==> src/rtl/cvxif_pkg.sv <==
// Shared X-interface coprocessor types: PE scheduler FSM states and the
// layout of one in-flight instruction entry.
package cvxif_pkg;

  localparam int unsigned XIF_ID_W = 4;
  localparam int unsigned XIF_RD_W = 5;

  typedef enum logic [1:0] {
    IDLE  = 2'd0,
    START = 2'd1,
    RUN   = 2'd2,
    RESP  = 2'd3
  } sched_state_e;

  typedef struct packed {
    logic [XIF_ID_W-1:0] id;
    logic [XIF_RD_W-1:0] rd;
    logic                committed;
    logic                killed;
  } sched_entry_t;

endpackage

==> src/rtl/pe_scheduler.sv <==
// Tracks offloaded instructions from issue to commit, launches the PE in program
// order once each head is committed, and returns results over valid/ready.
module pe_scheduler
  import cvxif_pkg::*;
#(
  parameter int unsigned DEPTH  = 4,
  parameter int unsigned ID_W   = XIF_ID_W,
  parameter int unsigned DATA_W = 32
) (
  input  logic                       clk_i,
  input  logic                       rst_ni,
  input  logic                       issue_valid_i,
  output logic                       issue_ready_o,
  input  logic                       issue_accept_i,
  input  logic [ID_W-1:0]            issue_id_i,
  input  logic [4:0]                 issue_rd_i,
  input  logic                       commit_valid_i,
  input  logic [ID_W-1:0]            commit_id_i,
  input  logic                       commit_kill_i,
  output logic                       pe_start_o,
  input  logic                       pe_finished_i,
  input  logic [DATA_W-1:0]          pe_result_i,
  output logic                       result_valid_o,
  input  logic                       result_ready_i,
  output logic [ID_W-1:0]            result_id_o,
  output logic [4:0]                 result_rd_o,
  output logic [DATA_W-1:0]          result_data_o,
  output logic                       result_we_o,
  output logic                       busy_o,
  output logic [$clog2(DEPTH+1)-1:0] count_o,
  output logic [1:0]                 state_o
);

  localparam int unsigned PTR_W = $clog2(DEPTH);
  localparam int unsigned CNT_W = $clog2(DEPTH+1);

  if (ID_W != XIF_ID_W) begin : g_id_w_check
    $error("pe_scheduler: ID_W must equal cvxif_pkg::XIF_ID_W");
  end
  if ((DEPTH < 2) || ((DEPTH & (DEPTH - 1)) != 0)) begin : g_depth_check
    $error("pe_scheduler: DEPTH must be a power of two and at least 2");
  end

  // Result handshake: result_valid_o rises in RESP and holds with a frozen
  // payload until the cycle result_ready_i is high, which pops the head entry.
  // result_ready_i while result_valid_o is low has no effect.

  sched_state_e          state_q, state_d;
  sched_entry_t          entries_q [DEPTH];
  sched_entry_t          entries_d [DEPTH];
  logic [PTR_W-1:0]      head_q, head_d;
  logic [PTR_W-1:0]      tail_q, tail_d;
  logic [CNT_W-1:0]      count_q, count_d;
  logic [ID_W-1:0]       res_id_q, res_id_d;
  logic [4:0]            res_rd_q, res_rd_d;
  logic [DATA_W-1:0]     res_data_q, res_data_d;

  logic                  enq;
  logic                  pop;
  logic                  head_valid;
  logic                  same_cycle_commit;
  sched_entry_t          head_e;
  logic [PTR_W-1:0]      slot_off [DEPTH];
  logic [DEPTH-1:0]      slot_valid;

  assign issue_ready_o     = (count_q < CNT_W'(DEPTH));
  assign enq               = issue_valid_i & issue_ready_o & issue_accept_i;
  assign head_valid        = (count_q != '0);
  assign head_e            = entries_q[head_q];
  assign same_cycle_commit = commit_valid_i && (commit_id_i == issue_id_i);

  // A slot is occupied when its distance from head (mod DEPTH) is below count.
  always_comb begin
    slot_valid = '0;
    for (int i = 0; i < DEPTH; i++) begin
      slot_off[i]   = PTR_W'(i) - head_q;
      slot_valid[i] = (CNT_W'(slot_off[i]) < count_q);
    end
  end

  always_comb begin
    state_d    = state_q;
    pop        = 1'b0;
    pe_start_o = 1'b0;
    res_id_d   = res_id_q;
    res_rd_d   = res_rd_q;
    res_data_d = res_data_q;
    case (state_q)
      IDLE: begin
        if (head_valid && head_e.committed) begin
          if (head_e.killed) begin
            pop = 1'b1;
          end else begin
            state_d = START;
          end
        end
      end
      START: begin
        pe_start_o = 1'b1;
        state_d    = RUN;
      end
      RUN: begin
        if (pe_finished_i) begin
          res_id_d   = head_e.id;
          res_rd_d   = head_e.rd;
          res_data_d = pe_result_i;
          state_d    = RESP;
        end
      end
      RESP: begin
        if (result_ready_i) begin
          pop     = 1'b1;
          state_d = IDLE;
        end
      end
      default: state_d = IDLE;
    endcase
  end

  // Commit matching also covers the entry being written this cycle, so an
  // issue and its commit may arrive together.
  always_comb begin
    entries_d = entries_q;
    for (int i = 0; i < DEPTH; i++) begin
      if (commit_valid_i && slot_valid[i] && !entries_q[i].committed &&
          (entries_q[i].id == commit_id_i)) begin
        entries_d[i].committed = 1'b1;
        entries_d[i].killed    = commit_kill_i;
      end
    end
    if (pop) begin
      entries_d[head_q] = '0;
    end
    if (enq) begin
      entries_d[tail_q].id        = issue_id_i;
      entries_d[tail_q].rd        = issue_rd_i;
      entries_d[tail_q].committed = same_cycle_commit;
      entries_d[tail_q].killed    = same_cycle_commit && commit_kill_i;
    end
  end

  always_comb begin
    head_d  = head_q;
    tail_d  = tail_q;
    count_d = count_q;
    if (pop) begin
      head_d = head_q + PTR_W'(1);
    end
    if (enq) begin
      tail_d = tail_q + PTR_W'(1);
    end
    case ({enq, pop})
      2'b10:   count_d = count_q + CNT_W'(1);
      2'b01:   count_d = count_q - CNT_W'(1);
      default: count_d = count_q;
    endcase
  end

  always_ff @(posedge clk_i or negedge rst_ni) begin
    if (!rst_ni) begin
      state_q    <= IDLE;
      head_q     <= '0;
      tail_q     <= '0;
      count_q    <= '0;
      res_id_q   <= '0;
      res_rd_q   <= '0;
      res_data_q <= '0;
      for (int i = 0; i < DEPTH; i++) begin
        entries_q[i] <= '0;
      end
    end else begin
      state_q    <= state_d;
      head_q     <= head_d;
      tail_q     <= tail_d;
      count_q    <= count_d;
      res_id_q   <= res_id_d;
      res_rd_q   <= res_rd_d;
      res_data_q <= res_data_d;
      entries_q  <= entries_d;
    end
  end

  assign result_valid_o = (state_q == RESP);
  assign result_we_o    = result_valid_o;
  assign result_id_o    = res_id_q;
  assign result_rd_o    = res_rd_q;
  assign result_data_o  = res_data_q;
  assign busy_o         = (state_q != IDLE) || (count_q != '0);
  assign count_o        = count_q;
  assign state_o        = state_q;

endmodule
==> config.mk <==
export PLATFORM = sky130hd
export DESIGN_NAME = pe_scheduler
export DESIGN_NICKNAME = d
export VERILOG_FILES = /design/src/rtl/cvxif_pkg.sv /design/src/rtl/pe_scheduler.sv
export SDC_FILE = /design/constraint.sdc
export NUM_CORES = 1
export LEC_CHECK = 0
export ABC_AREA = 1
export BUFFER_PORTS_ARGS = -buffer_cell sky130_fd_sc_hd__buf_2
export CORE_AREA = 10 10 108 110
export DETAILED_ROUTE_END_ITERATION = 8
export DIE_AREA = 0 0 118 120
export HOLD_SLACK_MARGIN = 0.02
export PLACE_DENSITY = 0.84
export SYNTH_ARGS = -nofsm -noshare
export SYNTH_HDL_FRONTEND = slang
export SYNTH_SLANG_ARGS = --single-unit
==> constraint.sdc <==
create_clock -name clk_i -period 3.15 [get_ports clk_i]
set_input_delay 0 -clock clk_i [delete_from_list [all_inputs] [get_ports clk_i]]
set_output_delay 0 -clock clk_i [all_outputs]
set_load 0.03 [all_outputs]
==> reports/results.ini, run 1 <==
[route]
drcViolationCount = 0
dr_wl_met3_um = 1160
drt_pass1_iterations = 6
wirelength_um = 14700
wl_met1_um = 6470
vias = 4903
top_layer = met4
met2_length_um = 6560
postRouteAntennaNets = 0
drt_iter0_drc = 608
wire_per_inst_um = 14.8
vias_per_cell = 4.96

[power]
swShare = 0.491
power.switching_w = 0.00303
p_leak_nw = 3.72
power_w = 0.00617
power.density_nw_per_um2 = 976
intPower_w = 0.00315
vdd_drop_max_mv = 0.378
comb_power_share = 0.522
pwr-share-seq = 0.352
clock_power_share = 0.125

[yosys]
ys_types = 27
synth_top_area_share = 0.460
synth_xor_area_frac = 0.00686
synthFlopType = dfrtp_1
syn_inst = 713
synth_top_family_by_area = simple AND/OR/NAND/NOR gates
syn_nets = 785
yosysTopAreaCell = dfrtp_1
async_reset_ff_frac = 1.00
ys_seq_elements = 94
yosysMostFrequentCell = nand2_1
synth_fa_ha_area_frac = 0.0480
synthMuxAreaShare = 0
synth_compound_area_frac = 0.0600
syn_area_um2 = 5110
synth_simple_gate_area_frac = 0.327
yosysWarnings = 0
synth_edf_count = 0
ys_seq_area_frac = 0.460
ys_top_cells_by_area = dfrtp_1, nand2_1, inv_1
avgSynthCellArea_um2 = 7.17
yosys-top-cells-count = nand2_1, dfrtp_1, inv_1

[timing]
finalHoldViolCount = 0
setup_viol = 0
maxSlewViolCount = 0
finalSetupTns_ps = 0
fin_ws_ps = 553
rsz0062_at_grt = no
max_freq_mhz = 385
relSlewSlack = 0.428
fin_crit_sh = 0.824
whs_ps = 124
tightest_slew_ps = 857
finClkSkew_ps = 11.9
min_period_ps = 2600

[clock_network]
h-tree-depth = 3
cts_max_path_buffers = 2
clk_latency_ps = 370
cts_buffers = 9
cts_tree = done
clock-root-buffer = clkbuf_8
cts.sinks = 94
ctsResizeCount = 0
cts.clk_slew.worst_paths_ps = 90

[worst_setup_path]
crit_path_start = head_q[0]$_DFFE_PN0N_
rr_startpoint = head_q[0]$_DFFE_PN0N_
crit_fanout = 26
cp-start-kind = flop
path_class = flop to flop
crit_required_ps = 3400
cp.arrival_ps = 2850
worstSetupEndpointType = flop

[floorplanning]
io_pins = 104
initial_core_util = 0.535
coreArea_um2 = 9550
die_w_um = 118
row_count = 36
die_h_um = 120
dieArea_um2 = 14200

[global_routing]
grt_pass1_wl_um = 24600
track_usage = 0.210
antenna_found_initial = 0
grt_max_degree = 67
grt_pass1_vias = 4896
grt.overflow.total = 0

[layout]
nNetsFinal = 922
fin_cells = 988
register_area_um2 = 2350
nFillCells = 821
multi_input_area_um2 = 2260
syn_to_final_growth_pct = 23.8
drive_gt1_frac = 0.163
diodes = 0

[placement]
place_ws_ps = 578
place_congestion = 0.965
io_buffers = 103
dp.cells = 927
hpwl_um = 9800

[hold_path]
worst_hold_path_type = input port to flop
hp-start = commit_id_i[0]

[run]
drv_cap = 0

[run_status]
status = completed

==> critical path: stages, from the launching register on <==
cell and delay [ps]:
dfrtp_1 400, inv_2 310, nand2_1 90, nand3_1 100
nand3_2 120, o21ai_4 250, nand2_1 150, inv_2 80
ha_1 140, inv_1 60, fa_1 370, a21oi_1 140
o21ai_0 110, xor2_1 150
==> cell families after synthesis <==
family / Yosys count
XOR/XNOR: 4
buffers and inverters: 118
AND/OR/NAND/NOR: 424
flip-flops: 94
AO/OA/AOI/OAI: 54
adder cells (fa/ha/maj): 19
==> power groups by stage <==
stage          Sequential (W)  Clock [W]  Combinational (W)
2_1_floorplan         0.00265          0            0.00181
3_3_place_gp          0.00215          0            0.00307
3_5_place_dp          0.00217          0            0.00315
4_1_cts               0.00215   0.000789            0.00322
5_1_grt               0.00224   0.000838            0.00364
6_report              0.00218   0.000774            0.00322
==> cell type report <==
class / instances / share of cell area
repair buffers: 155 / 0.161
multi-input cells: 501 / 0.357
clock buffers: 11 / 0.0239
inverters: 89 / 0.0528
clock inverters: 5 / 0.00653
flip-flops and latches: 94 / 0.372
well taps: 133 / 0.0263
==> placed cells by master, fill, tap and decap left out, types with 2 or more instances in the layout <==
cell type | Yosys | layout
buf_4 | 2 | 8
clkbuf_8 | 0 | 11
dlygate4sd3_1 | 0 | 45
clkinvlp_4 | 0 | 2
inv_2 | 5 | 5
xnor2_1 | 2 | 2
inv_1 | 84 | 84
ha_1 | 18 | 18
a31oi_1 | 9 | 9
inv_6 | 0 | 2
nand4_1 | 5 | 5
o21ai_0 | 26 | 26
a21oi_1 | 13 | 13
dfrtp_1 | 94 | 94
xor2_1 | 2 | 2
nand2_1 | 340 | 340
nand3_1 | 20 | 20
nand3_2 | 6 | 6
buf_2 | 10 | 102
nor2_1 | 52 | 52
==> repair_timing <==
item | CTS | global route
hold endpoints to repair | 137 | 0
setup buffers | 0 | 0
hold buffers | 45 | 0
==> sequential cells by signal (all words and copies together) (netlist names) <==
| name | flops |
|---|---|
| result_data_o | 32 |
| state_o | 2 |
| result_id_o | 4 |
| head_q | 2 |
| entries_q | 44 |
| count_o | 3 |
| tail_q | 2 |
| result_rd_o | 5 |
==> final timing paths <==
path	cells past startpoint	to	slack, ps
max	13	count_o[2]$_DFFE_PN0P_	550
min	4	entries_q[12]$_DFF_PN0_	120
max reg2reg	13	count_o[2]$_DFFE_PN0P_	550
min reg2reg	2	result_data_o[25]$_DFFE_PN0P_	480
max in group asynchronous	3	result_data_o[30]$_DFFE_PN0P_	2110
min in group asynchronous	2	tail_q[0]$_DFFE_PN0P_	260
==> layer usage <==
| metal | global-route usage | vias up |
|---|---|---|
| met5 | 0 | - |
| met3 | 0.0328 | 39 |
| met2 | 0.336 | 233 |
| met1 | 0.277 | 2211 |
| li1 | - | 2420 |
| met4 | 0.0951 | 0 |
==> stage by stage <==
step                      instance area (µm²)   util
final                                    6320  0.662
after global routing                     6320  0.662
after CTS                                6320  0.662
after detailed placement                 5680  0.595
after global placement                   5680  0.595
after floorplan                          5110      -
Note: power is estimated with default switching activity, not from simulation.
==> run 2, diff against run 1 <==
Settings changed: ABC_AREA 1 to 0, CORE_AREA 10 10 108 110 to 10 10 105 107, DIE_AREA 0 0 118 120 to 0 0 115 117.
Clock period 3.15 ns to 2.5 ns, I/O delays scaled along.
==> reports/results.ini, run 2 <==
[worst_setup_path]
r2r_setup_slack_ps = 140
slowest_delay_ps = 440
critical-path-top-delay-family = adder cells
path_class = flop to flop
crit_fanout = 4
worstPathBufferInverterCount = 2
crit_path_top_delay_cell = dfrtp_2
crit_required_ps = 2790
worstSetupEndpointType = flop
cp_cell_sequence = inv_1 > ha_1 > nor2b_1 > nand4_2 > nand2_2 > ha_1 > inv_1 > fa_1 > xor2_1 > nor2_1 > xnor2_1
cp.arrival_ps = 2650
cp-start-kind = flop

[global_routing]
grt_pass1_vias = 3948
grt_pass1_wl_um = 20200
grt.overflow.total = 0
track_usage = 0.188
grt_max_degree = 50
antenna_found_initial = 0

[power]
vdd_drop_max_mv = 0.437
power_w = 0.00731
power.density_nw_per_um2 = 1210
p_leak_nw = 2.87

[yosys]
yosysMostFrequentCell = dfrtp_1
avgSynthCellArea_um2 = 11.3
synth_edf_count = 0
async_reset_ff_frac = 1.00
ys_seq_area_frac = 0.501
synthFlopType = dfrtp_1
ys_types = 39
yosys-top-cells-count = dfrtp_1, nand2_1, o21ai_0
syn_area_um2 = 4690
ys_seq_elements = 94
syn_inst = 415
synth_top_area_share = 0.501
syn_nets = 487
yosysWarnings = 0
yosysTopAreaCell = dfrtp_1
ys_top_cells_by_area = dfrtp_1, mux2_2, nand2_1

[route]
met2_length_um = 6040
postRouteAntennaNets = 0
wire_per_inst_um = 18.3
vias_per_cell = 5.46
top_layer = met4
wirelength_um = 12500
drcViolationCount = 0
wl_met1_um = 5190
drt_pass1_iterations = 5
vias = 3718
drt_iter0_drc = 275
dr_wl_met3_um = 1050

[timing]
tightest_slew_ps = 594
min_period_ps = 2360
maxSlewViolCount = 0
fin_crit_sh = 0.945
setup_viol = 0
max_freq_mhz = 423
relSlewSlack = 0.604
fin_ws_ps = 139
whs_ps = 151
finClkSkew_ps = 8.41
finalHoldViolCount = 0

[placement]
io_buffers = 103
dp.cells = 618
place_congestion = 0.912
hpwl_um = 8490
place_ws_ps = 127

[clock_network]
cts.sinks = 94
cts_max_path_buffers = 2
cts.clk_slew.worst_paths_ps = 100
clk_latency_ps = 360
cts_setup_buffers = 0
clock-root-buffer = clkbuf_8
cts_tree = done
cts_buffers = 9
h-tree-depth = 3

[layout]
syn_to_final_growth_pct = 28.6
diodes = 0
fin_cells = 681
drive_gt1_frac = 0.346
largest_reg_flops = 44
mostFrequentLayoutCell = buf_2
largest_register = entries_q
nNetsFinal = 637
final_cell_mix = buf_2, dfrtp_1, nand2_1
nFillCells = 624

[hold_path]
worst_hold_path_type = input port to flop

[floorplanning]
io_pins = 104
initial_core_util = 0.520
dieArea_um2 = 13500
row_count = 35
die_w_um = 115
die_h_um = 117
coreArea_um2 = 9020

[run]
drv_cap = 0

[run_status]
status = completed

-- run 2: cell count changes in the layout (fill, tap and decap cells not counted), moves of 11 or more --
cell and change:
a21oi_1 -11, inv_1 -66, mux2_2 +41, mux4_2 +11
nand2_1 -258, nand3_1 -17, nor2_1 -47, o21ai_0 +18
xor2_1 +18
-- run 2: through the flow --
step | util | TNS [ps] | cell area [µm²]
global route | 0.669 | -14.2 | 6030
CTS | 0.669 | 0 | 6030
floorplan | - | 0 | 4700
finish | 0.669 | 0 | 6030
detailed placement | 0.590 | 0 | 5320
global placement | 0.590 | 0 | 5320
-- run 2: kinds of logic (layout without fill, tap and decap cells) --
family | count (synthesis) | count (layout) | synth area share
and+or+nand+nor | 116 | 116 | 0.109
xor gates and xnor gates | 25 | 25 | 0.0467
buffers and inverters | 39 | 194 | 0.0400
AOI/OAI and AO/OA | 66 | 66 | 0.0912
DFF | 94 | 94 | 0.501
muxes | 56 | 56 | 0.160
adders and majority gates | 19 | 19 | 0.0523
-- run 2: worst paths after layout --
kind                                          startpoint                            end  cells after the start
setup / recovery                  state_o[0]$_DFFE_PN0P_         count_o[2]$_DFFE_PN0P_                     11
hold / removal                             issue_valid_i          tail_q[0]$_DFFE_PN0P_                      4
setup reg to reg                  state_o[0]$_DFFE_PN0P_         count_o[2]$_DFFE_PN0P_                     11
hold reg to reg            result_data_o[26]$_DFFE_PN0P_  result_data_o[26]$_DFFE_PN0P_                      1
max in group asynchronous                         rst_ni        entries_q[10]$_DFF_PN0_                      3
min in group asynchronous                         rst_ni  result_data_o[30]$_DFFE_PN0P_                      2
-- run 2: routing by layer --
| metal | vias to the layer above | track usage |
|---|---|---|
| met5 | - | 0 |
| met4 | 0 | 0.0627 |
| met3 | 19 | 0.0520 |
| met2 | 180 | 0.314 |
| met1 | 1786 | 0.229 |
| li1 | 1733 | - |
-- run 2: cell type report --
type	instances	area [µm²]	area share
Tap cell	111	139	0.0230
Multi-Input combinational cell	282	2160	0.358
Clock inverter	7	114	0.0189
Sequential cell	94	2350	0.390
Clock buffer	9	124	0.0205
Timing Repair Buffer	160	1080	0.178
Inverter	18	67.6	0.0112
-- run 2: timing repair --
action                                  CTS  global route
endpoints found under the hold margin   118             0
hold buffers                             47             0
gates resized for setup                   0             2
endpoints found under the setup margin    0             2
-- run 2: where the power goes --
group          internal, W  switching [W]  total, W  leakage [nW]
Clock             0.000588       0.000596   0.00118         0.119
Combinational      0.00141        0.00206   0.00347          1.58
Sequential         0.00220       0.000456   0.00265          1.17
Total              0.00419        0.00312   0.00731          2.87
-- run 2: worst min-delay path, delay by kind of cell --
kind                   cells  cell delay (ps)
AND/OR/NAND/NOR            1              160
XOR/XNOR                   1               70
buffers and inverters      2              240
==> run 3, diff against run 2 <==
Settings changed: CORE_AREA 10 10 105 107 to 3 3 98 100, DIE_AREA 0 0 115 117 to 0 0 101 103, PLACE_DENSITY 0.84 to unset, PLACE_DENSITY_LB_ADDON set to 0.25, SKIP_LAST_GASP set to 1.
==> reports/results.ini, run 3 (synthesized netlist as in run 2, its figures left out) <==
[layout]
mostFrequentLayoutCell = buf_2
final_cell_mix = buf_2, dfrtp_1, nand2_1
fin_area_um2 = 6050
nNetsFinal = 641
drive_gt1_frac = 0.354
diodes = 0
largest_register = entries_q
largest_reg_flops = 44
nFillCells = 623
syn_to_final_growth_pct = 28.9

[clock_network]
cts.clk_slew.worst_paths_ps = 90
cts.sinks = 94
cts_buffers = 9
clock-root-buffer = clkbuf_8
clk_latency_ps = 370
cts_setup_buffers = 0
cts_max_path_buffers = 2
h-tree-depth = 3
cts_tree = done

[placement]
hpwl_um = 7840
io_buffers = 103
place_congestion = 0.872
place_ws_ps = 156
placed_cell_area_um2 = 5360

[global_routing]
grt_pass1_wl_um = 18800
antenna_found_initial = 0
grt.overflow.total = 0
track_usage = 0.232
grt_max_degree = 52
grt_pass1_vias = 3751

[route]
drt_pass1_iterations = 4
drcViolationCount = 0
postRouteAntennaNets = 0
vias_per_cell = 5.38
vias = 3671
wire_per_inst_um = 17.3
drt_iter0_drc = 192
wirelength_um = 11800

[floorplanning]
dieArea_um2 = 10400
io_pins = 104
coreArea_um2 = 8760
row_count = 34
initial_core_util = 0.536
die_w_um = 101
die_h_um = 103

[worst_setup_path]
cp.arrival_ps = 2610
worstSetupEndpointType = flop
crit_required_ps = 2790
crit_path_start = state_o[1]$_DFFE_PN0P_
crit_fanout = 5
path_class = flop to flop
rr_startpoint = state_o[1]$_DFFE_PN0P_
cp-start-kind = flop

[timing]
fin_ws_ps = 177
fin_crit_sh = 0.929
finalSetupTns_ps = 0
whs_ps = 148
relSlewSlack = 0.613
setup_viol = 0
finalHoldViolCount = 0
finClkSkew_ps = 19.5
max_freq_mhz = 430
min_period_ps = 2320
maxSlewViolCount = 0
tightest_slew_ps = 576

[power]
comb_power_share = 0.485
p_leak_nw = 2.88
power.density_nw_per_um2 = 1190
swShare = 0.425
power.switching_w = 0.00307
vdd_drop_max_mv = 0.483
pwr-share-seq = 0.367
clock_power_share = 0.148
intPower_w = 0.00415

[hold_path]
worst_hold_path_type = input port to flop
hp-start = issue_valid_i

[run]
drv_cap = 0

[run_status]
status = completed

## run 3: layer usage
metal  global-route usage  routed length [µm]  vias up
met5                    0                   0        -
met4               0.0787                 191        0
met2                0.388                5600      140
met3               0.0311                 830       17
met1                0.316                5190     1785
li1                     -                   -     1729
## run 3: power groups by stage
stage,clock [W],sequential [W],combinational (W)
after floorplan,0,0.00330,0.00178
after global placement,0,0.00261,0.00334
after detailed placement,0,0.00265,0.00343
after CTS,0.00109,0.00262,0.00350
after global routing,0.00114,0.00272,0.00381
final,0.00107,0.00264,0.00350
## run 3: critical path: stages (launching register included)
cell and delay (ps):
dfrtp_2 450, inv_1 110, ha_1 260, nor2b_1 150, nand4_2 130, nand2_2 130, ha_1 200, inv_1 60
fa_1 370, xor2_1 150, nor2_1 110, xnor2_1 130
## run 3: repair_timing
action | in CTS | in global routing
endpoints found under the setup margin | 0 | 2
hold endpoints to repair | 116 | 0
gates resized for setup | 0 | 3
hold buffers | 47 | 0
## run 3: worst paths after layout
path,endpoint,slack [ps],cells past startpoint
max reg2reg,count_o[2]$_DFFE_PN0P_,180,11
min reg2reg,result_data_o[11]$_DFFE_PN0P_,510,1
min in group asynchronous,result_data_o[1]$_DFFE_PN0P_,160,2
min,tail_q[0]$_DFFE_PN0P_,150,4
max,count_o[2]$_DFFE_PN0P_,180,11
max in group asynchronous,entries_q[22]$_DFF_PN0_,1650,3
## run 3: stage by stage
stage	total power, W	std cells	util
5_1_grt	0.00767	682	0.690
4_1_cts	0.00722	682	0.690
3_3_place_gp	0.00596	619	0.612
3_5_place_dp	0.00608	619	0.612
6_report	0.00721	682	0.690
2_1_floorplan	0.00508	415	-
## run 3: final cells by class
type | count | area (µm²) | area share
sequential | 94 | 2350 | 0.389
clock inverter | 6 | 75.1 | 0.0124
multi-input combinational | 282 | 2160 | 0.357
inverter | 18 | 67.6 | 0.0112
tap | 108 | 135 | 0.0223
clock buffer | 10 | 138 | 0.0227
timing repair buffer | 164 | 1120 | 0.185
